File: config.mk
export PLATFORM = sky130hd
export DESIGN_NAME = id_ex_stage_flat
export DESIGN_NICKNAME = d
export VERILOG_FILES = /design/src/rtl/tinyv_pkg.sv /design/src/rtl/id_ex_stage_if.sv /design/src/rtl/id_ex_stage_fwd_mux.sv /design/src/rtl/id_ex_stage.sv /design/src/flat_wrapper.sv
export SDC_FILE = /design/constraint.sdc
export NUM_CORES = 1
export LEC_CHECK = 0
export ABC_AREA = 1
export ABC_CLOCK_PERIOD_IN_PS = 4200
export BUFFER_PORTS_ARGS = -buffer_cell sky130_fd_sc_hd__buf_2
export CORE_AREA = 2 2 135 137
export CTS_CLUSTER_SIZE = 16
export DETAILED_ROUTE_END_ITERATION = 8
export DIE_AREA = 0 0 137 139
export MAX_ROUTING_LAYER = met4
export PLACE_DENSITY = 0.75
export REMOVE_ABC_BUFFERS = 1
export SYNTH_ARGS = -nofsm -noshare
export SYNTH_HDL_FRONTEND = slang
export SYNTH_SLANG_ARGS = --single-unit
File: constraint.sdc
create_clock -name clk -period 4.2 [get_ports clk]
set_input_delay 0.84 -clock clk [delete_from_list [all_inputs] [get_ports clk]]
set_output_delay 0.84 -clock clk [all_outputs]
set_load 0.01 [all_outputs]
File: src/rtl/tinyv_pkg.sv
// TinyV shared types: ALU opcode enum and core-wide constants.
// Imported by the decode/execute boundary and by the ALU.
package tinyv_pkg;

   localparam int XLEN_DEFAULT = 32;
   localparam int REG_ZERO     = 0;

   typedef enum logic [3:0] {
      ALU_ADD     = 4'd0,
      ALU_SUB     = 4'd1,
      ALU_AND     = 4'd2,
      ALU_OR      = 4'd3,
      ALU_XOR     = 4'd4,
      ALU_SLT     = 4'd5,
      ALU_SLTU    = 4'd6,
      ALU_SLL     = 4'd7,
      ALU_SRL     = 4'd8,
      ALU_SRA     = 4'd9,
      ALU_NOP     = 4'd10,
      ALU_INVALID = 4'd11
   } alu_op_e;

endpackage

File: src/rtl/id_ex_stage_if.sv
// Decode/execute boundary bundle: decode payload, forwarding
// sources and the registered ALU-side outputs.
interface id_ex_stage_if
   import tinyv_pkg::*;
#(
   parameter int XLEN   = XLEN_DEFAULT,
   parameter int REG_AW = 5
);

   logic              in_valid;
   logic              in_ready;
   logic [XLEN-1:0]   in_pc;
   logic [REG_AW-1:0] in_rs1_addr;
   logic [REG_AW-1:0] in_rs2_addr;
   logic              in_rs1_used;
   logic              in_rs2_used;
   logic [XLEN-1:0]   in_rs1_data;
   logic [XLEN-1:0]   in_rs2_data;
   logic [XLEN-1:0]   in_imm;
   logic              in_a_sel_pc;
   logic              in_b_sel_imm;
   alu_op_e           in_alu_sel;
   logic [REG_AW-1:0] in_rd_addr;
   logic              in_reg_write;
   logic              in_mem_read;
   logic              flush;
   logic [XLEN-1:0]   alu_result;
   logic              mem_fwd_valid;
   logic [REG_AW-1:0] mem_fwd_rd;
   logic [XLEN-1:0]   mem_fwd_data;
   logic              wb_fwd_valid;
   logic [REG_AW-1:0] wb_fwd_rd;
   logic [XLEN-1:0]   wb_fwd_data;
   logic              ex_ready;
   logic              ex_valid;
   logic [XLEN-1:0]   ex_a;
   logic [XLEN-1:0]   ex_b;
   alu_op_e           ex_alu_sel;
   logic [REG_AW-1:0] ex_rd_addr;
   logic              ex_reg_write;
   logic              ex_mem_read;
   logic              ex_illegal;

   modport master (
      output in_valid, in_pc,
      output in_rs1_addr, in_rs2_addr,
      output in_rs1_used, in_rs2_used,
      output in_rs1_data, in_rs2_data,
      output in_imm, in_a_sel_pc, in_b_sel_imm,
      output in_alu_sel, in_rd_addr,
      output in_reg_write, in_mem_read,
      output flush, alu_result,
      output mem_fwd_valid, mem_fwd_rd, mem_fwd_data,
      output wb_fwd_valid, wb_fwd_rd, wb_fwd_data,
      output ex_ready,
      input  in_ready, ex_valid, ex_a, ex_b,
      input  ex_alu_sel, ex_rd_addr,
      input  ex_reg_write, ex_mem_read, ex_illegal
   );

   modport slave (
      input  in_valid, in_pc,
      input  in_rs1_addr, in_rs2_addr,
      input  in_rs1_used, in_rs2_used,
      input  in_rs1_data, in_rs2_data,
      input  in_imm, in_a_sel_pc, in_b_sel_imm,
      input  in_alu_sel, in_rd_addr,
      input  in_reg_write, in_mem_read,
      input  flush, alu_result,
      input  mem_fwd_valid, mem_fwd_rd, mem_fwd_data,
      input  wb_fwd_valid, wb_fwd_rd, wb_fwd_data,
      input  ex_ready,
      output in_ready, ex_valid, ex_a, ex_b,
      output ex_alu_sel, ex_rd_addr,
      output ex_reg_write, ex_mem_read, ex_illegal
   );

endinterface

File: src/rtl/id_ex_stage_fwd_mux.sv
// Per-operand forwarding selector: x0, then EX, MEM, WB,
// falling back to register-file data.
module fwd_mux
   import tinyv_pkg::*;
#(
   parameter int XLEN   = XLEN_DEFAULT,
   parameter int REG_AW = 5
) (
   input  logic [REG_AW-1:0] rs_addr_i,
   input  logic [XLEN-1:0]   rf_data_i,
   input  logic              ex_en_i,
   input  logic [REG_AW-1:0] ex_rd_i,
   input  logic [XLEN-1:0]   ex_data_i,
   input  logic              mem_en_i,
   input  logic [REG_AW-1:0] mem_rd_i,
   input  logic [XLEN-1:0]   mem_data_i,
   input  logic              wb_en_i,
   input  logic [REG_AW-1:0] wb_rd_i,
   input  logic [XLEN-1:0]   wb_data_i,
   output logic [XLEN-1:0]   data_o
);

   logic is_zero;
   logic ex_hit;
   logic mem_hit;
   logic wb_hit;

   assign is_zero = rs_addr_i == REG_AW'(REG_ZERO);
   assign ex_hit  = ex_en_i  & (ex_rd_i  == rs_addr_i);
   assign mem_hit = mem_en_i & (mem_rd_i == rs_addr_i);
   assign wb_hit  = wb_en_i  & (wb_rd_i  == rs_addr_i);

   always_comb begin
      data_o = rf_data_i;
      if (is_zero)
         data_o = '0;
      else if (ex_hit)
         data_o = ex_data_i;
      else if (mem_hit)
         data_o = mem_data_i;
      else if (wb_hit)
         data_o = wb_data_i;
   end

endmodule

File: src/rtl/id_ex_stage.sv
// ID/EX pipeline register: forwarding, operand select and
// load-use stall in front of the ALU.
module id_ex_stage
   import tinyv_pkg::*;
#(
   parameter int XLEN   = XLEN_DEFAULT,
   parameter int REG_AW = 5
) (
   input logic         clk,
   input logic         reset,
   id_ex_stage_if.slave bus
);

   logic              valid_q, valid_d;
   logic [XLEN-1:0]   a_q, a_d;
   logic [XLEN-1:0]   b_q, b_d;
   alu_op_e           alu_q;
   logic [REG_AW-1:0] rd_q;
   logic              rw_q, mr_q, ill_q;
   logic              ill_d;
   logic [XLEN-1:0]   rs1_fwd, rs2_fwd;
   logic              ex_fwd_en;
   logic              rs1_lu, rs2_lu;
   logic              load_use;
   logic              ready;
   logic              fire;

   // A load in EX cannot forward; it stalls decode instead.
   assign ex_fwd_en = valid_q & rw_q & ~mr_q;

   assign rs1_lu = bus.in_rs1_used & (bus.in_rs1_addr == rd_q);
   assign rs2_lu = bus.in_rs2_used & (bus.in_rs2_addr == rd_q);
   assign load_use = valid_q & mr_q
                   & (rd_q != REG_AW'(REG_ZERO))
                   & (rs1_lu | rs2_lu);

   assign ready = (~valid_q | bus.ex_ready) & ~load_use;
   assign fire  = bus.in_valid & ready;

   fwd_mux #(.XLEN(XLEN), .REG_AW(REG_AW)) u_fwd_rs1 (
      .rs_addr_i  (bus.in_rs1_addr),
      .rf_data_i  (bus.in_rs1_data),
      .ex_en_i    (ex_fwd_en),
      .ex_rd_i    (rd_q),
      .ex_data_i  (bus.alu_result),
      .mem_en_i   (bus.mem_fwd_valid),
      .mem_rd_i   (bus.mem_fwd_rd),
      .mem_data_i (bus.mem_fwd_data),
      .wb_en_i    (bus.wb_fwd_valid),
      .wb_rd_i    (bus.wb_fwd_rd),
      .wb_data_i  (bus.wb_fwd_data),
      .data_o     (rs1_fwd)
   );

   fwd_mux #(.XLEN(XLEN), .REG_AW(REG_AW)) u_fwd_rs2 (
      .rs_addr_i  (bus.in_rs2_addr),
      .rf_data_i  (bus.in_rs2_data),
      .ex_en_i    (ex_fwd_en),
      .ex_rd_i    (rd_q),
      .ex_data_i  (bus.alu_result),
      .mem_en_i   (bus.mem_fwd_valid),
      .mem_rd_i   (bus.mem_fwd_rd),
      .mem_data_i (bus.mem_fwd_data),
      .wb_en_i    (bus.wb_fwd_valid),
      .wb_rd_i    (bus.wb_fwd_rd),
      .wb_data_i  (bus.wb_fwd_data),
      .data_o     (rs2_fwd)
   );

   assign a_d   = bus.in_a_sel_pc  ? bus.in_pc  : rs1_fwd;
   assign b_d   = bus.in_b_sel_imm ? bus.in_imm : rs2_fwd;
   assign ill_d = bus.in_alu_sel == ALU_INVALID;

   always_comb begin
      valid_d = valid_q;
      if (bus.flush)
         valid_d = 1'b0;
      else if (fire)
         valid_d = 1'b1;
      else if (bus.ex_ready)
         valid_d = 1'b0;
   end

   always_ff @(posedge clk or negedge reset) begin
      if (!reset) begin
         valid_q <= 1'b0;
         a_q     <= '0;
         b_q     <= '0;
         alu_q   <= ALU_NOP;
         rd_q    <= '0;
         rw_q    <= 1'b0;
         mr_q    <= 1'b0;
         ill_q   <= 1'b0;
      end else begin
         valid_q <= valid_d;
         // A flushed capture may land here; valid gating hides it.
         if (fire) begin
            a_q   <= a_d;
            b_q   <= b_d;
            alu_q <= bus.in_alu_sel;
            rd_q  <= bus.in_rd_addr;
            rw_q  <= bus.in_reg_write;
            mr_q  <= bus.in_mem_read;
            ill_q <= ill_d;
         end
      end
   end

   assign bus.in_ready     = ready;
   assign bus.ex_valid     = valid_q;
   assign bus.ex_a         = a_q;
   assign bus.ex_b         = b_q;
   assign bus.ex_alu_sel   = alu_q;
   assign bus.ex_rd_addr   = rd_q;
   assign bus.ex_reg_write = valid_q & rw_q;
   assign bus.ex_mem_read  = valid_q & mr_q;
   assign bus.ex_illegal   = valid_q & ill_q;

endmodule

File: src/flat_wrapper.sv
// flat-port wrapper written by rule: the top's interface ports become plain ports
module id_ex_stage_flat import tinyv_pkg::*;
#(
   parameter int XLEN   = XLEN_DEFAULT,
   parameter int REG_AW = 5
)
  (clk, reset, bus_in_valid, bus_in_pc, bus_in_rs1_addr, bus_in_rs2_addr, bus_in_rs1_used, bus_in_rs2_used, bus_in_rs1_data, bus_in_rs2_data, bus_in_imm, bus_in_a_sel_pc, bus_in_b_sel_imm, bus_in_alu_sel, bus_in_rd_addr, bus_in_reg_write, bus_in_mem_read, bus_flush, bus_alu_result, bus_mem_fwd_valid, bus_mem_fwd_rd, bus_mem_fwd_data, bus_wb_fwd_valid, bus_wb_fwd_rd, bus_wb_fwd_data, bus_ex_ready, bus_in_ready, bus_ex_valid, bus_ex_a, bus_ex_b, bus_ex_alu_sel, bus_ex_rd_addr, bus_ex_reg_write, bus_ex_mem_read, bus_ex_illegal);
  id_ex_stage_if #(.XLEN(XLEN), .REG_AW(REG_AW)) bus_i ();
  input logic clk;
  input logic reset;
  input wire logic [$bits(bus_i.in_valid)-1:0] bus_in_valid;
  input wire logic [$bits(bus_i.in_pc)-1:0] bus_in_pc;
  input wire logic [$bits(bus_i.in_rs1_addr)-1:0] bus_in_rs1_addr;
  input wire logic [$bits(bus_i.in_rs2_addr)-1:0] bus_in_rs2_addr;
  input wire logic [$bits(bus_i.in_rs1_used)-1:0] bus_in_rs1_used;
  input wire logic [$bits(bus_i.in_rs2_used)-1:0] bus_in_rs2_used;
  input wire logic [$bits(bus_i.in_rs1_data)-1:0] bus_in_rs1_data;
  input wire logic [$bits(bus_i.in_rs2_data)-1:0] bus_in_rs2_data;
  input wire logic [$bits(bus_i.in_imm)-1:0] bus_in_imm;
  input wire logic [$bits(bus_i.in_a_sel_pc)-1:0] bus_in_a_sel_pc;
  input wire logic [$bits(bus_i.in_b_sel_imm)-1:0] bus_in_b_sel_imm;
  input wire logic [$bits(bus_i.in_alu_sel)-1:0] bus_in_alu_sel;
  input wire logic [$bits(bus_i.in_rd_addr)-1:0] bus_in_rd_addr;
  input wire logic [$bits(bus_i.in_reg_write)-1:0] bus_in_reg_write;
  input wire logic [$bits(bus_i.in_mem_read)-1:0] bus_in_mem_read;
  input wire logic [$bits(bus_i.flush)-1:0] bus_flush;
  input wire logic [$bits(bus_i.alu_result)-1:0] bus_alu_result;
  input wire logic [$bits(bus_i.mem_fwd_valid)-1:0] bus_mem_fwd_valid;
  input wire logic [$bits(bus_i.mem_fwd_rd)-1:0] bus_mem_fwd_rd;
  input wire logic [$bits(bus_i.mem_fwd_data)-1:0] bus_mem_fwd_data;
  input wire logic [$bits(bus_i.wb_fwd_valid)-1:0] bus_wb_fwd_valid;
  input wire logic [$bits(bus_i.wb_fwd_rd)-1:0] bus_wb_fwd_rd;
  input wire logic [$bits(bus_i.wb_fwd_data)-1:0] bus_wb_fwd_data;
  input wire logic [$bits(bus_i.ex_ready)-1:0] bus_ex_ready;
  output wire logic [$bits(bus_i.in_ready)-1:0] bus_in_ready;
  output wire logic [$bits(bus_i.ex_valid)-1:0] bus_ex_valid;
  output wire logic [$bits(bus_i.ex_a)-1:0] bus_ex_a;
  output wire logic [$bits(bus_i.ex_b)-1:0] bus_ex_b;
  output wire logic [$bits(bus_i.ex_alu_sel)-1:0] bus_ex_alu_sel;
  output wire logic [$bits(bus_i.ex_rd_addr)-1:0] bus_ex_rd_addr;
  output wire logic [$bits(bus_i.ex_reg_write)-1:0] bus_ex_reg_write;
  output wire logic [$bits(bus_i.ex_mem_read)-1:0] bus_ex_mem_read;
  output wire logic [$bits(bus_i.ex_illegal)-1:0] bus_ex_illegal;
  assign bus_i.in_valid = bus_in_valid;
  assign bus_i.in_pc = bus_in_pc;
  assign bus_i.in_rs1_addr = bus_in_rs1_addr;
  assign bus_i.in_rs2_addr = bus_in_rs2_addr;
  assign bus_i.in_rs1_used = bus_in_rs1_used;
  assign bus_i.in_rs2_used = bus_in_rs2_used;
  assign bus_i.in_rs1_data = bus_in_rs1_data;
  assign bus_i.in_rs2_data = bus_in_rs2_data;
  assign bus_i.in_imm = bus_in_imm;
  assign bus_i.in_a_sel_pc = bus_in_a_sel_pc;
  assign bus_i.in_b_sel_imm = bus_in_b_sel_imm;
  assign bus_i.in_alu_sel = bus_in_alu_sel;
  assign bus_i.in_rd_addr = bus_in_rd_addr;
  assign bus_i.in_reg_write = bus_in_reg_write;
  assign bus_i.in_mem_read = bus_in_mem_read;
  assign bus_i.flush = bus_flush;
  assign bus_i.alu_result = bus_alu_result;
  assign bus_i.mem_fwd_valid = bus_mem_fwd_valid;
  assign bus_i.mem_fwd_rd = bus_mem_fwd_rd;
  assign bus_i.mem_fwd_data = bus_mem_fwd_data;
  assign bus_i.wb_fwd_valid = bus_wb_fwd_valid;
  assign bus_i.wb_fwd_rd = bus_wb_fwd_rd;
  assign bus_i.wb_fwd_data = bus_wb_fwd_data;
  assign bus_i.ex_ready = bus_ex_ready;
  assign bus_in_ready = bus_i.in_ready;
  assign bus_ex_valid = bus_i.ex_valid;
  assign bus_ex_a = bus_i.ex_a;
  assign bus_ex_b = bus_i.ex_b;
  assign bus_ex_alu_sel = bus_i.ex_alu_sel;
  assign bus_ex_rd_addr = bus_i.ex_rd_addr;
  assign bus_ex_reg_write = bus_i.ex_reg_write;
  assign bus_ex_mem_read = bus_i.ex_mem_read;
  assign bus_ex_illegal = bus_i.ex_illegal;
  id_ex_stage #(.XLEN(XLEN), .REG_AW(REG_AW)) u_core (.clk(clk), .reset(reset), .bus(bus_i));
endmodule
==> reports/qor.txt <==
Synthesized area: 7710 um2
Hold Path Cell Cnt: 2
WL/cell: 15.9 um
WL final: 32,100 um
Leakage: 6.74 nW
Peak supply drop: 0.000210 V
Cell Rows: 49
Leading cell types in the layout, fill and taps excluded: nand2_1, buf_2, inv_1
Final min period: 3.00 ns
Fin util: 0.558
DRC Markers: 0
Crit path arrival time: 2.16 ns
I/O Pins: 344
Final Worst Setup Slack: 1.20 ns
CP Class: in -> out
Multi-input logic area: 4490 um2
Total die area: 19,000 um2
Unrepaired setup endpoints after global routing: false
Final hold violation count: 0
CTS Hold Bufs: 0
Cts repair resizes: 0
Commonest non-fill, non-tap cell in the layout: nand2_1
Final slew viol count: 0
Gr ovfl total: 0
ANT nets after route: 0
Layout cells sized above 1: 0.221
Die Width: 137 um
Measured slew at the worst slew-check pin: 1.21 ns
Status: completed
Cells on worst reg2reg path: 14
Initial antenna violation count: 2
Final Instance Area: 9850 um2
GPL Wtd Cong: 0.952
DR iter-0 viols: 888
Register Area: 1930 um2
Total power: 2.69 mW
Detailed placement HPWL: 22,300 um
Nets: 2,054
Root Buffer: clkbuf_16
Hold Crit Class: reg -> reg
Setup Viol. Count Final: 0
Drt pass-1 iters: 6
Synth warn: 0
Rel. slew slack: 0.190
Cell variety after synth: 23
H-tree levels: 3
Setup TNS: 0 ns
Max Fclk: 333 MHz
Setup bufs post-CTS: 0
Maximum fanout along the worst path: 18
CTS tree: yes
Max-cap violations: 0
Post-Syn Instances: 1,503
Die H: 139 um
Clk sinks: 77
Starting Density: 0.437
# fillers: 1,862
Avg Synthesized Cell Area: 5.13 um2
Pre-CTS WS: 1.11 ns
Area growth, synth to finish: 27.7%
Port Buf Inserts: 343
Clock Pin Slew Worst Setup and Hold Paths: 0.06 ns
Startpoint types: primary input
First-pass GRT wire length: 49,900 um
Pwr/cell area: 273 nW/um2
Placed inst area: 9520 um2
GRT Overall Usage: 0.343
Yosys reg bits: 77
Worst Path Required: 3.36 ns
CTS Buf Count: 9
Clk Latency, worst-skew pair: 0.35 ns
Nature of the critical path endpoint: output pin
CTS max path bufs: 2
Largest net degree at the start of global routing: 80
Vias per cell: 5.08
Setup Skew: 0.00731 ns
Vias in the first global route: 9,955
Period utilization: 0.715
Register area share after synthesis: 0.250
Total number of vias: 10.3k
Core area: 17,700 um2
==> cells by family after synthesis <==
logic type / share of synthesized area
buffers and inverters: 0.180
xor gates and xnor gates: 0.00227
AOI/OAI and AO/OA: 0.00746
DFF: 0.250
and+or+nand+nor: 0.561
==> registers in the layout, indices dropped and copies added (netlist names) <==
| signal | flops |
|---|---|
| u_core.ill_q | 1 |
| u_core.bus.ex_alu_sel | 4 |
| u_core.rw_q | 1 |
| u_core.bus.ex_b | 32 |
| u_core.bus.ex_valid | 1 |
| u_core.bus.ex_rd_addr | 5 |
| u_core.mr_q | 1 |
| u_core.bus.ex_a | 32 |
==> worst paths after layout <==
check / start / to / slack (ns)
setup / recovery: bus_in_rs1_addr[4] / bus_in_ready / 1.20
hold / removal: u_core.bus.ex_a[13] / u_core.bus.ex_a[13] / 0.47
setup reg to reg: u_core.bus.ex_rd_addr[0] / u_core.bus.ex_a[23] / 1.62
hold reg to reg: u_core.bus.ex_a[13] / u_core.bus.ex_a[13] / 0.47
max in group asynchronous: reset / u_core.bus.ex_a[23] / 2.81
min in group asynchronous: reset / u_core.bus.ex_a[19] / 0.68
==> through the flow <==
| stage | hold slack, ns | cells |
|---|---|---|
| 5_1_grt | 0.492 | 2024 |
| 3_3_place_gp | 0.455 | 2006 |
| 6_report | 0.474 | 2024 |
| 2_1_floorplan | 0.449 | 1420 |
| 4_1_cts | 0.468 | 2022 |
| 3_5_place_dp | 0.459 | 2006 |
==> report_power, final <==
part,switching [mW],internal (mW)
Sequential,0.0677,0.842
Combinational,0.571,0.322
Clock,0.352,0.539
Total,0.990,1.70
==> final cells by class <==
class                           count  area share
Tap cell                          229      0.0291
Inverter                          265       0.101
Clock buffer                       11      0.0246
Sequential cell                    77       0.196
Multi-Input combinational cell   1078       0.455
Antenna cell                        2    0.000508
Timing Repair Buffer              357       0.185
Clock inverter                      5     0.00851
==> worst max-delay path, stage by stage <==
cell and delay [ns]:
buf_2 0.15, inv_2 0.07, nand2_1 0.06, nand2_1 0.08
nor2_4 0.40, nand3_1 0.14, nand2_1 0.08, nand2_1 0.10
nand2_1 0.08, inv_1 0.03, buf_2 0.13
==> cell usage after synthesis <==
cell type | number | area, um2
nand2_1 | 702 | 2640
inv_1 | 258 | 968
nand3_1 | 169 | 846
nor2_1 | 153 | 574
dfrtp_1 | 75 | 1880
clkbuf_1 | 45 | 169
nand4_1 | 35 | 219
buf_2 | 26 | 130
buf_4 | 6 | 45.0
inv_2 | 6 | 22.5
o21ai_0 | 5 | 25.0
a21oi_1 | 3 | 15.0
buf_6 | 3 | 33.8
nor2_2 | 3 | 18.8
a31o_2 | 2 | 17.5
buf_1 | 2 | 7.51
dfstp_2 | 2 | 52.6
nor3_1 | 2 | 10.0
xnor2_1 | 2 | 17.5
clkbuf_2 | 1 | 5.00
clkinv_1 | 1 | 3.75
nand3_2 | 1 | 10.0
nor2_4 | 1 | 11.3
==> layer usage <==
metal,up-vias,track usage,wire (um)
met3,88,0.0548,3060
met2,584,0.562,15200
li1,5006,-,-
met5,-,-,0
met4,0,0.162,1260
met1,4594,0.407,12500
No activity file was read; power rests on OpenSTA's default activity.
